===== config.mk =====
export PLATFORM = sky130hd
export DESIGN_NAME = color_binarize
export DESIGN_NICKNAME = d
export VERILOG_FILES = /design/src/rtl/color_binarize.sv
export SDC_FILE = /design/constraint.sdc
export NUM_CORES = 1
export LEC_CHECK = 0
export CAP_MARGIN = 0
export CORE_MARGIN = 10
export CORE_UTILIZATION = 52
export CTS_BUF_LIST = sky130_fd_sc_hd__clkbuf_4 sky130_fd_sc_hd__clkbuf_8
export CTS_CLUSTER_DIAMETER = 100
export DETAILED_ROUTE_END_ITERATION = 16
export PLACE_DENSITY = 0.82
export SYNTH_ARGS = -nofsm -noshare
export SYNTH_HDL_FRONTEND = slang
export SYNTH_SLANG_ARGS = --single-unit

===== constraint.sdc =====
create_clock -name pclk -period 2.2 [get_ports pclk]
set_input_delay 0.22 -clock pclk [delete_from_list [all_inputs] [get_ports pclk]]
set_output_delay 0.22 -clock pclk [all_outputs]
set_load 0.005 [all_outputs]

===== src/rtl/color_binarize.sv =====
// color_binarize: upstream stage of the colour-detect overlay renderer.
// Registers the camera pixel stream, flags pixels whose RGB value lies
// inside a programmable inclusive window, tags each pixel with its (h,v)
// coordinate and counts matched pixels inside a centre ROI square once per
// frame.
// Optional build macro: COLOR_BIN_MAJORITY_EN adds a 3-tap horizontal
// majority filter on the match bit and one extra cycle of latency.
module color_binarize #(
    parameter int IMG_WIDTH  = 320,
    parameter int IMG_HEIGHT = 240,
    parameter int ROI_HALF   = 16,
    parameter int HIT_THRESH = 64
) (
    input  logic        pclk,
    input  logic        rst,
    input  logic        de_in,
    input  logic        vsync_in,
    input  logic [23:0] rgb_in,
    input  logic [7:0]  r_min,
    input  logic [7:0]  r_max,
    input  logic [7:0]  g_min,
    input  logic [7:0]  g_max,
    input  logic [7:0]  b_min,
    input  logic [7:0]  b_max,
    output logic        de_out,
    output logic        vsync_out,
    output logic [23:0] rgb_out,
    output logic        Binary_out,
    output logic [11:0] h_cnt,
    output logic [10:0] v_cnt,
    output logic [10:0] roi_count,
    output logic        detected
);

    localparam logic [11:0] H_LAST   = 12'(IMG_WIDTH - 1);
    localparam logic [10:0] V_LAST   = 11'(IMG_HEIGHT - 1);
    localparam logic [11:0] ROI_H_LO = 12'(IMG_WIDTH / 2 - ROI_HALF);
    localparam logic [11:0] ROI_H_HI = 12'(IMG_WIDTH / 2 + ROI_HALF);
    localparam logic [10:0] ROI_V_LO = 11'(IMG_HEIGHT / 2 - ROI_HALF);
    localparam logic [10:0] ROI_V_HI = 11'(IMG_HEIGHT / 2 + ROI_HALF);
    localparam logic [10:0] ACC_MAX  = 11'h7FF;
    localparam logic [10:0] HIT_LVL  = 11'(HIT_THRESH);

    // Majority of three bits.
    function automatic logic maj3(input logic a, input logic b, input logic c);
        return (a & b) | (a & c) | (b & c);
    endfunction

    // ---------------------------------------------------------------
    // Input-side coordinate counters (position of the next de pixel)
    // ---------------------------------------------------------------
    logic [11:0] r_h_in;
    logic [10:0] r_v_in;

    // Advance the raster position on every active pixel; vsync restarts it.
    always_ff @(posedge pclk) begin
        if (rst) begin
            r_h_in <= 12'd0;
            r_v_in <= 11'd0;
        end else if (vsync_in) begin
            r_h_in <= 12'd0;
            r_v_in <= 11'd0;
        end else if (de_in) begin
            if (r_h_in == H_LAST) begin
                r_h_in <= 12'd0;
                r_v_in <= (r_v_in == V_LAST) ? 11'd0 : r_v_in + 11'd1;
            end else begin
                r_h_in <= r_h_in + 12'd1;
                r_v_in <= r_v_in;
            end
        end else begin
            r_h_in <= r_h_in;
            r_v_in <= r_v_in;
        end
    end

    // ---------------------------------------------------------------
    // Stage 1: register the pixel, its tag and the six window compares.
    // A pixel arriving together with vsync_in keeps the tag the counters
    // held in that cycle; the clear takes effect for the following pixel.
    // ---------------------------------------------------------------
    logic        r_s1_de;
    logic        r_s1_vs;
    logic [23:0] r_s1_rgb;
    logic [11:0] r_s1_h;
    logic [10:0] r_s1_v;
    logic [5:0]  r_s1_cmp;

    // Capture the input pixel and its per-channel bound compares.
    always_ff @(posedge pclk) begin
        if (rst) begin
            r_s1_de  <= 1'b0;
            r_s1_vs  <= 1'b0;
            r_s1_rgb <= 24'd0;
            r_s1_h   <= 12'd0;
            r_s1_v   <= 11'd0;
            r_s1_cmp <= 6'd0;
        end else begin
            r_s1_de     <= de_in;
            r_s1_vs     <= vsync_in;
            r_s1_rgb    <= rgb_in;
            r_s1_h      <= r_h_in;
            r_s1_v      <= r_v_in;
            r_s1_cmp[0] <= (rgb_in[23:16] >= r_min);
            r_s1_cmp[1] <= (rgb_in[23:16] <= r_max);
            r_s1_cmp[2] <= (rgb_in[15:8]  >= g_min);
            r_s1_cmp[3] <= (rgb_in[15:8]  <= g_max);
            r_s1_cmp[4] <= (rgb_in[7:0]   >= b_min);
            r_s1_cmp[5] <= (rgb_in[7:0]   <= b_max);
        end
    end

    // Raw match is forced low on blanking cycles so it never leaks out.
    logic w_s1_match;
    logic w_s1_roi;
    assign w_s1_match = r_s1_de & (&r_s1_cmp);
    assign w_s1_roi   = (r_s1_h >= ROI_H_LO) && (r_s1_h <= ROI_H_HI) &&
                        (r_s1_v >= ROI_V_LO) && (r_s1_v <= ROI_V_HI);

    // Signals feeding the output register stage.
    logic        w_o_de;
    logic        w_o_vs;
    logic [23:0] w_o_rgb;
    logic [11:0] w_o_h;
    logic [10:0] w_o_v;
    logic        w_o_bin;
    logic        w_o_roi;

`ifdef COLOR_BIN_MAJORITY_EN
    // ---------------------------------------------------------------
    // Extra stage: centre pixel of the 3-tap majority window.
    // Left neighbour is the pixel held here one cycle earlier, right
    // neighbour is the pixel currently in stage 1; a blank cycle or a
    // line edge on either side contributes a 0.
    // ---------------------------------------------------------------
    logic        r_s2_de;
    logic        r_s2_vs;
    logic [23:0] r_s2_rgb;
    logic [11:0] r_s2_h;
    logic [10:0] r_s2_v;
    logic        r_s2_match;
    logic        r_s2_roi;
    logic        r_s2_left;
    logic        w_left;
    logic        w_right;

    // Hold the centre pixel and remember the match of the one before it.
    always_ff @(posedge pclk) begin
        if (rst) begin
            r_s2_de    <= 1'b0;
            r_s2_vs    <= 1'b0;
            r_s2_rgb   <= 24'd0;
            r_s2_h     <= 12'd0;
            r_s2_v     <= 11'd0;
            r_s2_match <= 1'b0;
            r_s2_roi   <= 1'b0;
            r_s2_left  <= 1'b0;
        end else begin
            r_s2_de    <= r_s1_de;
            r_s2_vs    <= r_s1_vs;
            r_s2_rgb   <= r_s1_rgb;
            r_s2_h     <= r_s1_h;
            r_s2_v     <= r_s1_v;
            r_s2_match <= w_s1_match;
            r_s2_roi   <= w_s1_roi;
            r_s2_left  <= r_s2_de & r_s2_match;
        end
    end

    assign w_left  = r_s2_left & (r_s2_h != 12'd0);
    assign w_right = w_s1_match & (r_s2_h != H_LAST);
    assign w_o_de  = r_s2_de;
    assign w_o_vs  = r_s2_vs;
    assign w_o_rgb = r_s2_rgb;
    assign w_o_h   = r_s2_h;
    assign w_o_v   = r_s2_v;
    assign w_o_bin = r_s2_de & maj3(w_left, r_s2_match, w_right);
    assign w_o_roi = r_s2_roi;
`else
    assign w_o_de  = r_s1_de;
    assign w_o_vs  = r_s1_vs;
    assign w_o_rgb = r_s1_rgb;
    assign w_o_h   = r_s1_h;
    assign w_o_v   = r_s1_v;
    assign w_o_bin = w_s1_match;
    assign w_o_roi = w_s1_roi;
`endif

    // ---------------------------------------------------------------
    // Output stage: all pixel-aligned outputs leave from one register rank
    // ---------------------------------------------------------------
    logic        r_de_o;
    logic        r_vs_o;
    logic [23:0] r_rgb_o;
    logic [11:0] r_h_o;
    logic [10:0] r_v_o;
    logic        r_bin_o;
    logic        r_roi_o;

    // Register the aligned pixel outputs and the ROI membership of the pixel.
    always_ff @(posedge pclk) begin
        if (rst) begin
            r_de_o  <= 1'b0;
            r_vs_o  <= 1'b0;
            r_rgb_o <= 24'd0;
            r_h_o   <= 12'd0;
            r_v_o   <= 11'd0;
            r_bin_o <= 1'b0;
            r_roi_o <= 1'b0;
        end else begin
            r_de_o  <= w_o_de;
            r_vs_o  <= w_o_vs;
            r_rgb_o <= w_o_rgb;
            r_h_o   <= w_o_h;
            r_v_o   <= w_o_v;
            r_bin_o <= w_o_bin;
            r_roi_o <= w_o_roi;
        end
    end

    // ---------------------------------------------------------------
    // ROI accumulator and per-frame latch
    // ---------------------------------------------------------------
    logic        r_vs_d;
    logic [10:0] r_acc;
    logic [10:0] r_roi_count;
    logic        r_detected;
    logic        w_qual;
    logic        w_vs_rise;

    assign w_qual    = r_de_o & r_bin_o & r_roi_o;
    assign w_vs_rise = r_vs_o & ~r_vs_d;

    // Count qualifying ROI pixels; publish and restart on vsync_out rising.
    // A qualifying pixel in the latch cycle opens the new frame's count.
    always_ff @(posedge pclk) begin
        if (rst) begin
            r_vs_d      <= 1'b0;
            r_acc       <= 11'd0;
            r_roi_count <= 11'd0;
            r_detected  <= 1'b0;
        end else begin
            r_vs_d <= r_vs_o;
            if (w_vs_rise) begin
                r_roi_count <= r_acc;
                r_detected  <= (r_acc >= HIT_LVL);
                r_acc       <= w_qual ? 11'd1 : 11'd0;
            end else if (w_qual && (r_acc != ACC_MAX)) begin
                r_acc <= r_acc + 11'd1;
            end else begin
                r_acc <= r_acc;
            end
        end
    end

    assign de_out     = r_de_o;
    assign vsync_out  = r_vs_o;
    assign rgb_out    = r_rgb_o;
    assign Binary_out = r_bin_o;
    assign h_cnt      = r_h_o;
    assign v_cnt      = r_v_o;
    assign roi_count  = r_roi_count;
    assign detected   = r_detected;

endmodule

* After elaboration in Yosys (flattened, before gate mapping)
Cells that the tools add are included.
** Storage, ports and cells
- Bits of input ports :: 76
- Output and inout port bits :: 62
- Flip-flop bits (word level) :: 153
** Operators by class
- Bitwise gates (word level) :: 5
- Add/subtract/negate cells :: 3
- Muxes and demuxes :: 5
- Equality and inequality tests :: 3
- Reductions and logical operators :: 8
- Order comparisons :: 11
** Operator list (count)
- $mux W11 :: 3
- $ge A8 B8 Y1 :: 3
- $le A8 B8 Y1 :: 3
- $add A11 B1 Y11 const B :: 2
- $ge A11 B7 Y1 const B :: 2
- $add A12 B1 Y12 const B :: 1
- $eq A12 B9 Y1 const B :: 1
- $ge A12 B8 Y1 const B :: 1
- $le A12 B8 Y1 const B :: 1
- $mux W12 :: 1
- $eq A11 B8 Y1 const B :: 1
- $le A11 B8 Y1 const B :: 1
- $ne A11 B11 Y1 const B :: 1
- $reduce_and A6 Y1 :: 1
- $and A1 B1 Y1 :: 4
- $logic_and A1 B1 Y1 :: 4
- $reduce_and A2 Y1 :: 1
- $reduce_bool A2 Y1 :: 1
- $reduce_or A2 Y1 :: 1
- $mux W1 :: 1
- $not A1 Y1 :: 1

* Longest topological paths before layout
- Word-level depth :: 5
- Mapped depth :: 7

* Worst setup path after synthesis
No wires, ideal clock.
- Path type :: flip-flop to flip-flop
- From :: reg r_h_in[0]
- To :: reg r_v_in[7]
- Stages on the path, launching flop included :: 7
- Period minus slack after synthesis :: 1594 ps
- Data required time :: 2080 ps
- Path buffers :: 0
- Arrival time :: 1475 ps
- Setup slack :: 606 ps
- Cell sequence :: dfxtp_1 > ha_1 > and4_1 > nand4_4 > nor4_1 > xnor2_1 > nor2_1
** Between the ends
- Word-level cells in the longest chain between the ends :: 2
** Ends and longest elaborated chain
- from (decl) :: line 52 : logic [11:0] r_h_in;
- from (signal assigned) :: line 68 : r_h_in <= r_h_in + 12'd1;
- from (signal assigned) :: line 72 : r_h_in <= r_h_in;
- $eq A12 B9 Y1 :: line 64 : if (r_h_in == H_LAST) begin
- $reduce_and A2 Y1 (no source line)
- to (signal assigned) :: line 66 : r_v_in <= (r_v_in == V_LAST) ? 11'd0 : r_v_in + 11'd1;
- to (signal assigned) :: line 69 : r_v_in <= r_v_in;
- to (signal assigned) :: line 73 : r_v_in <= r_v_in;
- to (decl) :: line 53 : logic [10:0] r_v_in;
No other way between the ends.
A chain may end at the register's enable or synchronous reset.

* Worst setup path after layout
- From :: reg r_h_in[0]
- To :: reg r_v_in[10]
Same word-level chain as after synthesis.

==> results.yml <==
power:
  seqPwrFrac_pct: 51.4
  intPower_mw: 4.35
  sw_frac_of_total_pct: 21.3
  power_switching_mw: 1.18
  power_leakage_nw: 3.27
  vdd_ir_drop_max_uv: 443
  finalPower_mw: 5.52
  p_clk_share_pct: 40.0
  p_per_area_nw_per_um2: 691
  comb_power_share_pct: 8.6
cts:
  cts_setup_buffers: 0
  path_clk_slew_ns: 0.08
  cts_made_buffers: 17
  tritoncts: "done"
  cts_sinks: 153
  cts_buffer_depth: 2
  cts_resized: 0
  cts_htree_levels: 4
  ctsRootBufferMaster: "clkbuf_8"
  cts-hold-fix-buffers: 0
  clock_latency_ns: 0.44
floorplanning:
  core_area_um2: 11400
  fp.dieW_um: 128
  initial_utilization_pct: 53.2
  dieArea_um2: 16400
  ioPinCount: 138
  std_cell_rows: 39
  die_h_um: 128
worst_setup_path:
  critPathCaptureType: "flop"
  cp.required_ns: 2.53
  critPathArrivalTime_ns: 2.22
  start_kind: "flop"
  critPathLaunch: "r_h_in[0]"
  r2r_setup_slack_ns: 0.31
  reg2reg_from: "r_h_in[0]"
  cp_max_fo: 10
  critPathKind: "reg2reg"
logic_synthesis:
  yosysUniqueCellTypes: 36
  synth_area_per_cell_um2: 9.56
  synth_seq_cells: 153
  synth_top_area_share_pct: 50.4
  yosys_warnings: 0
  synth_fp_nets: 763
  yosysMostFrequentCell: "dfxtp_1"
  ys.flop_type: "dfxtp_1"
  netlist_instances: 635
  netlist_top_cells_area: "dfxtp_1, ha_1, nor2b_1"
  synth-edff-count: 0
  netlist_area_um2: 6070
  synth_top_cell_by_area: "dfxtp_1"
  ys_seq_area_share_pct: 50.4
  yosys-top-cells-count: "dfxtp_1, nor2b_1, ha_1"
  synthArstFlopShare_pct: 0
placement:
  post-place-ws_ns: 0.178
  io_buffers: 137
  globalplace.congestion: 0.892
  hpwl_um: 10800
flow_run:
  cap_viol_max_count: 0
sta:
  slew_violations: 0
  fin_skew_ns: 0.00999
  finalHoldViolations: 0
  fin_ws_ns: 0.307
  finalSetupTns_ns: 0
  period_needed_ns: 1.89
  max_slew_margin_pct: 51.3
  rsz0062_at_grt: "no"
  setup_viol_count_final: 0
  max_freq_mhz: 528
  fin_crit_sh_pct: 86.0
  worst_pin_slew_ns: 0.728
final_layout:
  area_growth_pct: 31.6
  fillers: 863
  drive_above_1_share_pct: 5.08
  nets: 903
  num_antenna_cells: 0
worst_hold_path:
  holdCritPathClass: "in2reg"
  hp-start: "rst"
routing:
  drt-pass1-iter-count: 4
  drt_iter0_markers: 198
  wl_um: 14000
  drc_errors: 0
  drt-wirelength-per-cell_um: 15.0
  vias: 4717
  routed_via_density: 5.07
  detail-route-antenna-nets: 0
global_routing:
  grt_pass1_vias: 4820
  grt_max_degree: 46
  grt_first_pass_wirelength_um: 22700
  grt_usage_pct: 17.1
  grt_overflow: 0
  antenna_found_initial: 0
outcome:
  status: "complete, no violations"
per-layer routing:
layer / global-route usage, % / wire [um]
met1: 18.0 / 5670
met2: 30.8 / 7230
met3: 5.29 / 785
met4: 7.42 / 325
met5: 0 / 0
cells in the final DEF (no fill, tap or decap), drive strengths merged, types with 7 or more instances in the layout:
| cell | instances |
|---|---|
| a21o | 9 |
| a21oi | 34 |
| clkbuf | 24 |
| clkdlybuf4s50 | 136 |
| dfxtp | 153 |
| ha | 52 |
| inv | 50 |
| nand2 | 45 |
| nand3 | 16 |
| nand4 | 13 |
| nor2 | 49 |
| nor2b | 98 |
| nor3 | 9 |
| nor4 | 7 |
| o21ai | 7 |
| xnor2 | 15 |
| xor2 | 10 |
power groups by stage:
stage	sequential, mW	combinational (mW)	clock [mW]
after global routing	2.85	0.529	2.37
after global placement	2.91	0.457	0
final	2.84	0.474	2.21
after detailed placement	2.91	0.475	0
after floorplan	2.90	0.227	0
after CTS	2.84	0.480	2.25
cells by family (layout without fill, tap and decap cells):
kind of cell	count (synthesis)	in the layout	share of synthesized area, %
and+or+nand+nor	267	267	24.1
DFF	153	153	50.4
AOI/OAI and AO/OA	69	69	6.74
buffers and inverters	68	221	4.20
adders and majority gates	52	52	10.7
xor gates and xnor gates	25	25	3.61
muxes	1	1	0.185
worst max-delay path: stages (launching register included):
cell and delay [ns]:
dfxtp_1 0.41, ha_1 0.23, and4_1 0.33, nand4_4 0.19, nor4_1 0.40, xnor2_1 0.17
nor2_1 0.06
worst paths after layout:
| path | endpoint | cells after the start |
|---|---|---|
| worst max-delay path | r_v_in[10] | 6 |
| worst min-delay path | r_s1_v[6] | 2 |
| worst max register to register | r_v_in[10] | 6 |
| worst min register to register | rgb_out[7] | 1 |
area by class of cell:
cell class / count / area, um2 / area share, %
sequential: 153 / 3060 / 38.3
timing repair buffer: 139 / 1380 / 17.3
clock inverter: 8 / 118 / 1.47
inverter: 50 / 188 / 2.35
tap: 143 / 179 / 2.24
multi-input combinational: 414 / 2760 / 34.5
clock buffer: 24 / 305 / 3.82
per-stage QoR:
| step | hold WS, ns | std cells | util, % | cell area, um2 |
|---|---|---|---|---|
| finish | 0.197 | 931 | 70.0 | 7990 |
| global route | 0.195 | 931 | 70.0 | 7990 |
| global placement | 0.416 | 899 | 66.3 | 7570 |
| floorplan | 0.348 | 635 | - | 6070 |
| CTS | 0.165 | 931 | 70.0 | 7990 |
| detailed placement | 0.420 | 899 | 66.3 | 7570 |
registers in the layout (all words and copies together), names as in the netlist, 6 cells and up:
signal / count
r_s1_h: 12
r_s1_cmp: 6
r_v_in: 11
r_acc: 11
rgb_out: 24
r_s1_v: 11
r_h_in: 12
h_cnt: 12
roi_count: 11
r_s1_rgb: 24
v_cnt: 11
(Power assumes the default switching activity.)
